**src/rtl/xor_scrambler_pkg.sv**
```systemverilog
// Shared definitions for the additive scrambler / descrambler pair
// built on the 802.11 LFSR (x^7 + x^4 + 1).
package xor_scrambler_pkg;

    localparam int              LFSR_W       = 7;
    localparam int              TAP_HI       = 6;
    localparam int              TAP_LO       = 3;
    localparam logic [6:0]      DEFAULT_SEED = 7'h7F;
    // Widest beat the helper function below can process in one call.
    localparam int              MAX_DATA_W   = 64;

    typedef enum logic {
        WAIT_SYNC = 1'b0,
        RUN       = 1'b1
    } sync_state_t;

    typedef struct packed {
        logic [LFSR_W-1:0]     state;
        logic [MAX_DATA_W-1:0] data;
    } lfsr_step_t;

    // Advance the LFSR n steps, XORing keystream bit i into data bit i
    // (LSB first). Returns the new LFSR state and the XORed data.
    function automatic lfsr_step_t lfsr_step_n(
        input logic [LFSR_W-1:0]     state,
        input logic [MAX_DATA_W-1:0] data,
        input int                    n
    );
        lfsr_step_t res;
        logic       fb;
        res.state = state;
        res.data  = data;
        for (int i = 0; i < MAX_DATA_W; i++) begin
            if (i < n) begin
                fb          = res.state[TAP_HI] ^ res.state[TAP_LO];
                res.data[i] = res.data[i] ^ fb;
                res.state   = {res.state[LFSR_W-2:0], fb};
            end
        end
        return res;
    endfunction

    // A zero seed would lock the LFSR at zero; substitute the default.
    function automatic logic [LFSR_W-1:0] legal_seed(input logic [LFSR_W-1:0] seed);
        return (seed == '0) ? DEFAULT_SEED : seed;
    endfunction

endpackage

```
**src/rtl/xor_keystream.sv**
```systemverilog
// LFSR keystream generator shared by the scrambler and descrambler.
// Presents the DATA_W-bit keystream for the current beat; when load is
// high the keystream is taken from the seed so a beat accepted in the
// same cycle as a reload becomes the first beat of the new frame.
module xor_keystream
    import xor_scrambler_pkg::*;
#(
    parameter int               DATA_W = 8,
    parameter logic [LFSR_W-1:0] SEED  = DEFAULT_SEED
) (
    input  logic              clk,
    input  logic              rst_n,
    input  logic              load,
    input  logic              advance,
    output logic [DATA_W-1:0] keystream
);

    localparam logic [LFSR_W-1:0] LOAD_VALUE = legal_seed(SEED);

    logic [LFSR_W-1:0] lfsr_reg;
    logic [LFSR_W-1:0] lfsr_next;
    logic [LFSR_W-1:0] base_state;
    logic [LFSR_W-1:0] chain_state;

    assign base_state = load ? LOAD_VALUE : lfsr_reg;

    // Unrolled DATA_W-step LFSR chain: keystream bits and the end state.
    always_comb begin
        keystream   = '0;
        chain_state = base_state;
        for (int i = 0; i < DATA_W; i++) begin
            keystream[i] = chain_state[TAP_HI] ^ chain_state[TAP_LO];
            chain_state  = {chain_state[LFSR_W-2:0], keystream[i]};
        end
    end

    // Advance wins over load: a reload with a beat consumes the seed's keystream.
    always_comb begin
        lfsr_next = lfsr_reg;
        if (advance) begin
            lfsr_next = chain_state;
        end else if (load) begin
            lfsr_next = LOAD_VALUE;
        end
    end

    // LFSR register.
    always_ff @(posedge clk or negedge rst_n) begin
        if (!rst_n) begin
            lfsr_reg <= LOAD_VALUE;
        end else begin
            lfsr_reg <= lfsr_next;
        end
    end

endmodule

```
**src/rtl/xor_descrambler.sv**
```systemverilog
// Byte-stream additive descrambler: XORs each accepted beat with the LFSR
// keystream and presents it one cycle later on a registered valid/ready port.
module xor_descrambler
    import xor_scrambler_pkg::*;
#(
    parameter int                DATA_W = 8,
    parameter logic [LFSR_W-1:0] SEED   = DEFAULT_SEED
) (
    input  logic              clk,
    input  logic              rst_n,
    input  logic              sync,
    input  logic [DATA_W-1:0] in_data,
    input  logic              in_valid,
    output logic              in_ready,
    output logic [DATA_W-1:0] out_data,
    output logic              out_valid,
    input  logic              out_ready,
    output logic [15:0]       beat_cnt
);

    sync_state_t       state_reg;
    sync_state_t       state_next;
    logic              accept;
    logic [DATA_W-1:0] keystream;
    logic [DATA_W-1:0] descrambled;
    logic [DATA_W-1:0] out_data_reg;
    logic              out_valid_reg;
    logic [15:0]       beat_cnt_reg;

    xor_keystream #(
        .DATA_W (DATA_W),
        .SEED   (SEED)
    ) u_keystream (
        .clk       (clk),
        .rst_n     (rst_n),
        .load      (sync),
        .advance   (accept),
        .keystream (keystream)
    );

    generate
        for (genvar gi = 0; gi < DATA_W; gi++) begin : g_xor
            assign descrambled[gi] = in_data[gi] ^ keystream[gi];
        end
    endgenerate

    // State register.
    always_ff @(posedge clk or negedge rst_n) begin
        if (!rst_n) begin
            state_reg <= WAIT_SYNC;
        end else begin
            state_reg <= state_next;
        end
    end

    // Next state and handshake: only a sync leaves WAIT_SYNC; ready needs a free output slot.
    always_comb begin
        state_next = state_reg;
        in_ready   = 1'b0;
        if (sync) begin
            state_next = RUN;
        end
        if (state_reg == RUN) begin
            in_ready = !out_valid_reg || out_ready;
        end
    end

    assign accept = in_valid && in_ready;

    // Output register: load on accept, drain when taken, otherwise hold.
    always_ff @(posedge clk or negedge rst_n) begin
        if (!rst_n) begin
            out_data_reg  <= '0;
            out_valid_reg <= 1'b0;
        end else if (accept) begin
            out_data_reg  <= descrambled;
            out_valid_reg <= 1'b1;
        end else if (out_ready) begin
            out_valid_reg <= 1'b0;
        end
    end

    // Beat counter: restarts on sync, a beat taken with sync is beat 1 of the frame.
    always_ff @(posedge clk or negedge rst_n) begin
        if (!rst_n) begin
            beat_cnt_reg <= '0;
        end else if (accept) begin
            beat_cnt_reg <= sync ? 16'd1 : beat_cnt_reg + 16'd1;
        end else if (sync) begin
            beat_cnt_reg <= '0;
        end
    end

    assign out_data  = out_data_reg;
    assign out_valid = out_valid_reg;
    assign beat_cnt  = beat_cnt_reg;

endmodule

```
**config.mk**
```make
export PLATFORM = sky130hd
export DESIGN_NAME = xor_descrambler
export DESIGN_NICKNAME = d
export VERILOG_FILES = /design/src/rtl/xor_scrambler_pkg.sv /design/src/rtl/xor_keystream.sv /design/src/rtl/xor_descrambler.sv
export SDC_FILE = /design/constraint.sdc
export NUM_CORES = 1
export LEC_CHECK = 0
export ABC_CLOCK_PERIOD_IN_PS = 1800
export BUFFER_PORTS_ARGS = -buffer_cell sky130_fd_sc_hd__buf_2
export CAP_MARGIN = 20
export CORE_ASPECT_RATIO = 0.9
export CORE_UTILIZATION = 36
export CTS_CLUSTER_DIAMETER = 150
export DETAILED_ROUTE_END_ITERATION = 12
export PLACE_DENSITY_LB_ADDON = 0.2
export REMOVE_ABC_BUFFERS = 1
export SLEW_MARGIN = 0
export SYNTH_ARGS = -nofsm -noshare
export SYNTH_HDL_FRONTEND = slang
export SYNTH_SLANG_ARGS = --single-unit
export TNS_END_PERCENT = 50
```
**constraint.sdc**
```tcl
create_clock -name clk -period 1.8 [get_ports clk]
set_input_delay 0.36 -clock clk [delete_from_list [all_inputs] [get_ports clk]]
set_output_delay 0.36 -clock clk [all_outputs]
set_load 0.01 [all_outputs]
```
## Word-level counts from Yosys, hierarchy flattened

Index checks and enable logic that the tools add are counted.

| word-level totals | value |
|---|---|
| register bits after elaboration | 33 |
| input bits | 13 |
| output and inout port bits | 26 |
| logic and storage cells | 35 |

| cells by class | value |
|---|---|
| add/subtract/negate cells | 1 |
| muxes and demuxes | 8 |
| bitwise gates (word level) | 16 |
| reductions and logical operators | 5 |

Operator list:

| operator | number |
|---|---|
| $mux 16 | 3 |
| $add 16x1->16 const B | 1 |
| $xor 1x1->1 | 16 |
| $mux 7 | 2 |
| $reduce_bool 2->1 | 2 |
| $mux 1 | 3 |
| $logic_and 1x1->1 | 1 |
| $logic_not 1->1 | 1 |
| $logic_or 1x1->1 | 1 |

## Longest topological paths before layout

| depth | value |
|---|---|
| word-level depth | 5 |
| mapped depth | 6 |
| depth with buffers taken out | 5 |

## By module

A second synthesis with hierarchy kept.

| unflattened totals | value |
|---|---|
| cell total of the unflattened synthesis | 181 |
| area total of the unflattened synthesis | 1712.9 sq um |

Modules (own cells, without submodules):

| module | instances | cells an instance | area each (sq um) | sequential area each (sq um) |
|---|---|---|---|---|
| xor_descrambler | 1 | 132 | 1262.5 | 650.6 |
| xor_keystream | 1 | 49 | 450.4 | 183.9 |

## Worst setup path before layout

No wires, ideal clock.

| path | value |
|---|---|
| kind | reg2reg |
| start | reg out_valid_reg, in the netlist out_valid |
| end | reg beat_cnt_reg[12], in the netlist beat_cnt[12] |
| library setup time | 0.078 ns |
| arrival time | 1.779 ns |
| required time | 1.722 ns |
| slack | -0.057 ns |
| stages on the path, launching flop included | 7 |
| buffers on the path | 2 |
| clock period less this slack | 1.857 ns |
| cell sequence | dfrtp_1 -> nor2b_4 -> buf_6 -> or3_4 -> buf_6 -> or4_1 -> a21oi_1 |

| between the ends | value |
|---|---|
| longest elaborated chain between the ends | 5 |
| elaborated cells on any way between the ends | 6 |
| those cells by class | mux (2); reduce/logical (4) |

Ends and longest elaborated chain:

| element | line | source |
|---|---|---|
| from (decl) | xor_descrambler.sv:27 | `logic out_valid_reg;` |
| from (signal assigned) | xor_descrambler.sv:74 | `out_valid_reg <= 1'b0;` |
| from (signal assigned) | xor_descrambler.sv:77 | `out_valid_reg <= 1'b1;` |
| from (signal assigned) | xor_descrambler.sv:79 | `out_valid_reg <= 1'b0;` |
| $logic_not 1->1 (*) | xor_descrambler.sv:64 | `in_ready = !out_valid_reg \|\| out_ready;` |
| $logic_or 1x1->1 (*) | xor_descrambler.sv:64 |  |
| $mux 1 (*) | xor_descrambler.sv:63 | `if (state_reg == RUN) begin` |
| $logic_and 1x1->1 (*) | xor_descrambler.sv:68 | `assign accept = in_valid && in_ready;` |
| $mux 16 or $reduce_bool 2->1 (tied branches) | n/a |  |
| to (signal assigned) | xor_descrambler.sv:88 | `beat_cnt_reg <= sync ? 16'd1 : beat_cnt_reg + 16'd1;` |
| to (decl) | xor_descrambler.sv:28 | `logic [15:0] beat_cnt_reg;` |

Mark *: on every way between the ends. The rest lies on a longest branch, timed or not.
A chain may end at the register's enable or synchronous reset.

## Worst setup path in the final report

| path | value |
|---|---|
| start | reg out_valid_reg, in the netlist out_valid |
| end | reg beat_cnt_reg[15], in the netlist beat_cnt[15] |

Same word-level chain as after synthesis.

==> impl_metrics.json <==
{
  "outcome": "complete, but fails checks",
  "violations": "negative setup slack",
  "ff_latch_area_um2": 834.6,
  "period_minus_slack_ns": 1.837,
  "final_max_slew_viol_count": 0,
  "synth_compound_area_share_pct": 11.19,
  "fin_skew_ns": 0.004911,
  "antenna_found_initial": 0,
  "whs_ns": 0.01559,
  "r2r_start": "out_valid",
  "hold_violations": 0,
  "required_ns": 2.01,
  "slew_headroom_pct": 70.23,
  "async_flop_share_pct": 100.0,
  "clock_latency_ns": 0.29,
  "cts_max_level": 2,
  "gp_congestion": 0.7910,
  "die_h_um": 67.82,
  "fillers": 446,
  "muxShareOfSynthArea_pct": 0.6498,
  "yosys.area_share.xor_xnor_pct": 12.13,
  "hpwl_mm": 2.840,
  "critPathSlowestCell": "or4_4",
  "yosys.area_share.simple_pct": 23.03,
  "largest_reg_flops": 16,
  "syn_inst": 182,
  "synth_area_mm2": 0.001733,
  "yosys_warnings": 0,
  "cts.sinks": 33,
  "grt_util_all_layers_pct": 17.11,
  "drive_above_1_share_pct": 39.51,
  "ys_ff_latch": 33,
  "worstPathMaxFanout": 4,
  "cp_top_family": "simple AND/OR/NAND/NOR gates",
  "reg2reg_to": "beat_cnt[15]",
  "worstSetupPathType": "reg2reg",
  "crit_arrival_ns": 2.05,
  "post_drt_wl_per_cell_um": 13.41,
  "cts_buffer_depth": 2,
  "setup_ws_ns": -0.03669,
  "core_area_mm2": 0.004547,
  "tightest_slew_ns": 0.4465,
  "yosys.area_share.adder_pct": 0.7220,
  "max_freq_ghz": 0.5445,
  "stdcell_area_mm2": 0.002272,
  "path_cells": "nor2b_4 > or4b_4 > or4_4 > a21oi_2",
  "drt_iter0_drc": 51,
  "dr.pass1.iters": 4,
  "grt_max_degree": 22,
  "tritoncts": "yes",
  "grt-ovfl-total": 0,
  "power.density_mw_per_mm2": 822.5,
  "synthDistinctLibCells": 32,
  "synth-edff-count": 0,
  "ios": 39,
  "insertedDiodeCount": 0,
  "max-cap-violations": 0,
  "ff2ff_path_depth": 4,
  "clk_pin_slew_worst_paths_ns": 0.07,
  "initial_core_util_pct": 38.11,
  "ys_seq_area_share_pct": 48.16,
  "timing.critical_path.buf_inv": 0,
  "area_delta_synth_final_pct": 31.12,
  "slowest_delay_ns": 0.56,
  "cts_buffers": 5,
  "synth_top_family_by_area": "simple AND/OR/NAND/NOR gates",
  "cts_root_buffer": "clkbuf_8",
  "numPortBuffers": 38,
  "vias_per_cell": 4.944,
  "postRouteAntennaNets": 0,
  "syn_area_per_cell_um2": 9.521,
  "ys.flop_type": "dfrtp_1",
  "place_area_mm2": 0.002077,
  "rrSetupSlack_ns": -0.04,
  "dieArea_mm2": 0.005096,
  "vias": 1508,
  "rows": 23,
  "p_leak_nw": 0.9996,
  "grt_pass1_wl_mm": 6.417,
  "drc": 0,
  "final_nets": 256,
  "first_global_vias": 1363,
  "worst_hold_path_type": "in2async",
  "rsz0062_at_grt": "yes",
  "fin_crit_sh_pct": 102.0,
  "finalSetupViolations": 1,
  "die_w_um": 75.14,
  "ir_drop_uv": 414.8,
  "critPathLaunchType": "flop",
  "multiInputGateArea_um2": 872.1,
  "endpoint_kind": "flop",
  "routed_wl_mm": 4.090
}
==> cell usage after synthesis, drive strengths merged, types with 3 or more instances <==
| cell | n | area share (%) |
|---|---|---|
| dfrtp | 26 | 38 |
| xnor2 | 22 | 11 |
| nand2 | 21 | 4.5 |
| nor2 | 18 | 3.9 |
| o21ai | 12 | 3.5 |
| a21oi | 11 | 3.2 |
| clkbuf | 7 | 1.5 |
| dfstp | 7 | 11 |
| o31ai | 6 | 2.6 |
| or3 | 6 | 2.7 |
| nand3 | 5 | 1.4 |
| nand4 | 5 | 1.8 |
| nor3 | 5 | 1.4 |
| buf | 4 | 2.2 |
| or4 | 4 | 1.7 |
| nor2b | 3 | 1.5 |
| nor4 | 3 | 1.1 |
| o22ai | 3 | 1.1 |
==> how the worst max path moves through the flow <==
stage	slack, ns	from	depth (start not counted)	to
3_5_place_dp	0.02	in_valid	5	beat_cnt[15]
2_1_floorplan	0.02	beat_cnt[1]	5	beat_cnt[12]
5_1_grt	-0.1	beat_cnt[0]	4	beat_cnt[15]
6_report	-0.04	out_valid	4	beat_cnt[15]
4_1_cts	-0.006	beat_cnt[1]	5	beat_cnt[12]
3_3_place_gp	0.03	in_valid	5	beat_cnt[15]
==> worst register-to-register path, delay by kind of cell (launching register included) <==
family,cells,cell delay (ns)
simple gates,3,1.24
flops,1,0.37
compound gates,1,0.15
==> routing by layer <==
metal / part of all wire [%] / GRT usage (%) / vias to the layer above
met3: 4.9 / 3.682 / 11
met2: 44 / 25.56 / 37
met4: 2.6 / 8.333 / 0
met5: 0 / 0 / -
met1: 48 / 23.54 / 709
li1: - / - / 751
==> layout by cell type (no fill, tap or decap), types with 4 or more instances in the layout <==
cell type   n
a21oi_1     6
o31ai_1     6
nand3_1     4
o21ai_0    12
nor2_1     18
xnor2_1    22
or3_4       4
buf_4      25
nand2_1    21
nor3_1      5
nand4_1     5
a21oi_2     5
clkbuf_8    5
dfstp_2     7
dfrtp_1    26
buf_2      38
==> where the power goes <==
group	internal (mW)	switching (mW)
logic	0.215	0.213
clock network	0.268	0.275
registers	0.834	0.0638
total	1.32	0.552
==> cell families (layout without fill, tap and decap cells) <==
| logic type | count (synthesis) | in the layout |
|---|---|---|
| adder cells (fa/ha/maj) | 1 | 1 |
| XOR/XNOR | 24 | 24 |
| AND/OR/NAND/NOR | 76 | 76 |
| AO/OA/AOI/OAI | 34 | 34 |
| flip-flops | 33 | 33 |
| multiplexers | 1 | 1 |
| buffers and inverters | 13 | 74 |
==> stage by stage <==
step | setup TNS (ns) | power (mW) | util [%] | worst slack (ns) | cells
2_1_floorplan | 0 | 1.149 | - | 0.02279 | 171
5_1_grt | -0.1712 | 1.979 | 49.97 | -0.09894 | 305
3_3_place_gp | 0 | 1.311 | 45.68 | 0.02625 | 288
4_1_cts | -0.006706 | 1.876 | 47.66 | -0.005949 | 297
3_5_place_dp | 0 | 1.319 | 45.68 | 0.01599 | 288
6_report | -0.03669 | 1.869 | 49.97 | -0.03669 | 305
==> cell type report <==
class                           instances  share of cell area [%]
Timing Repair Buffer                   64                   17.51
Tap cell                               62                   3.414
Sequential cell                        33                   36.73
Multi-Input combinational cell        136                   38.38
Inverter                                2                  0.3304
Clock inverter                          2                  0.4405
Clock buffer                            6                   3.194
==> repair_timing <==
action,CTS,global route
pin swaps,0,7
hold buffers,0,0
resized for setup,0,12
hold endpoints to repair,0,0
setup buffers,1,8
setup endpoints to repair,2,7
Power figures use the tool's default switching activity.
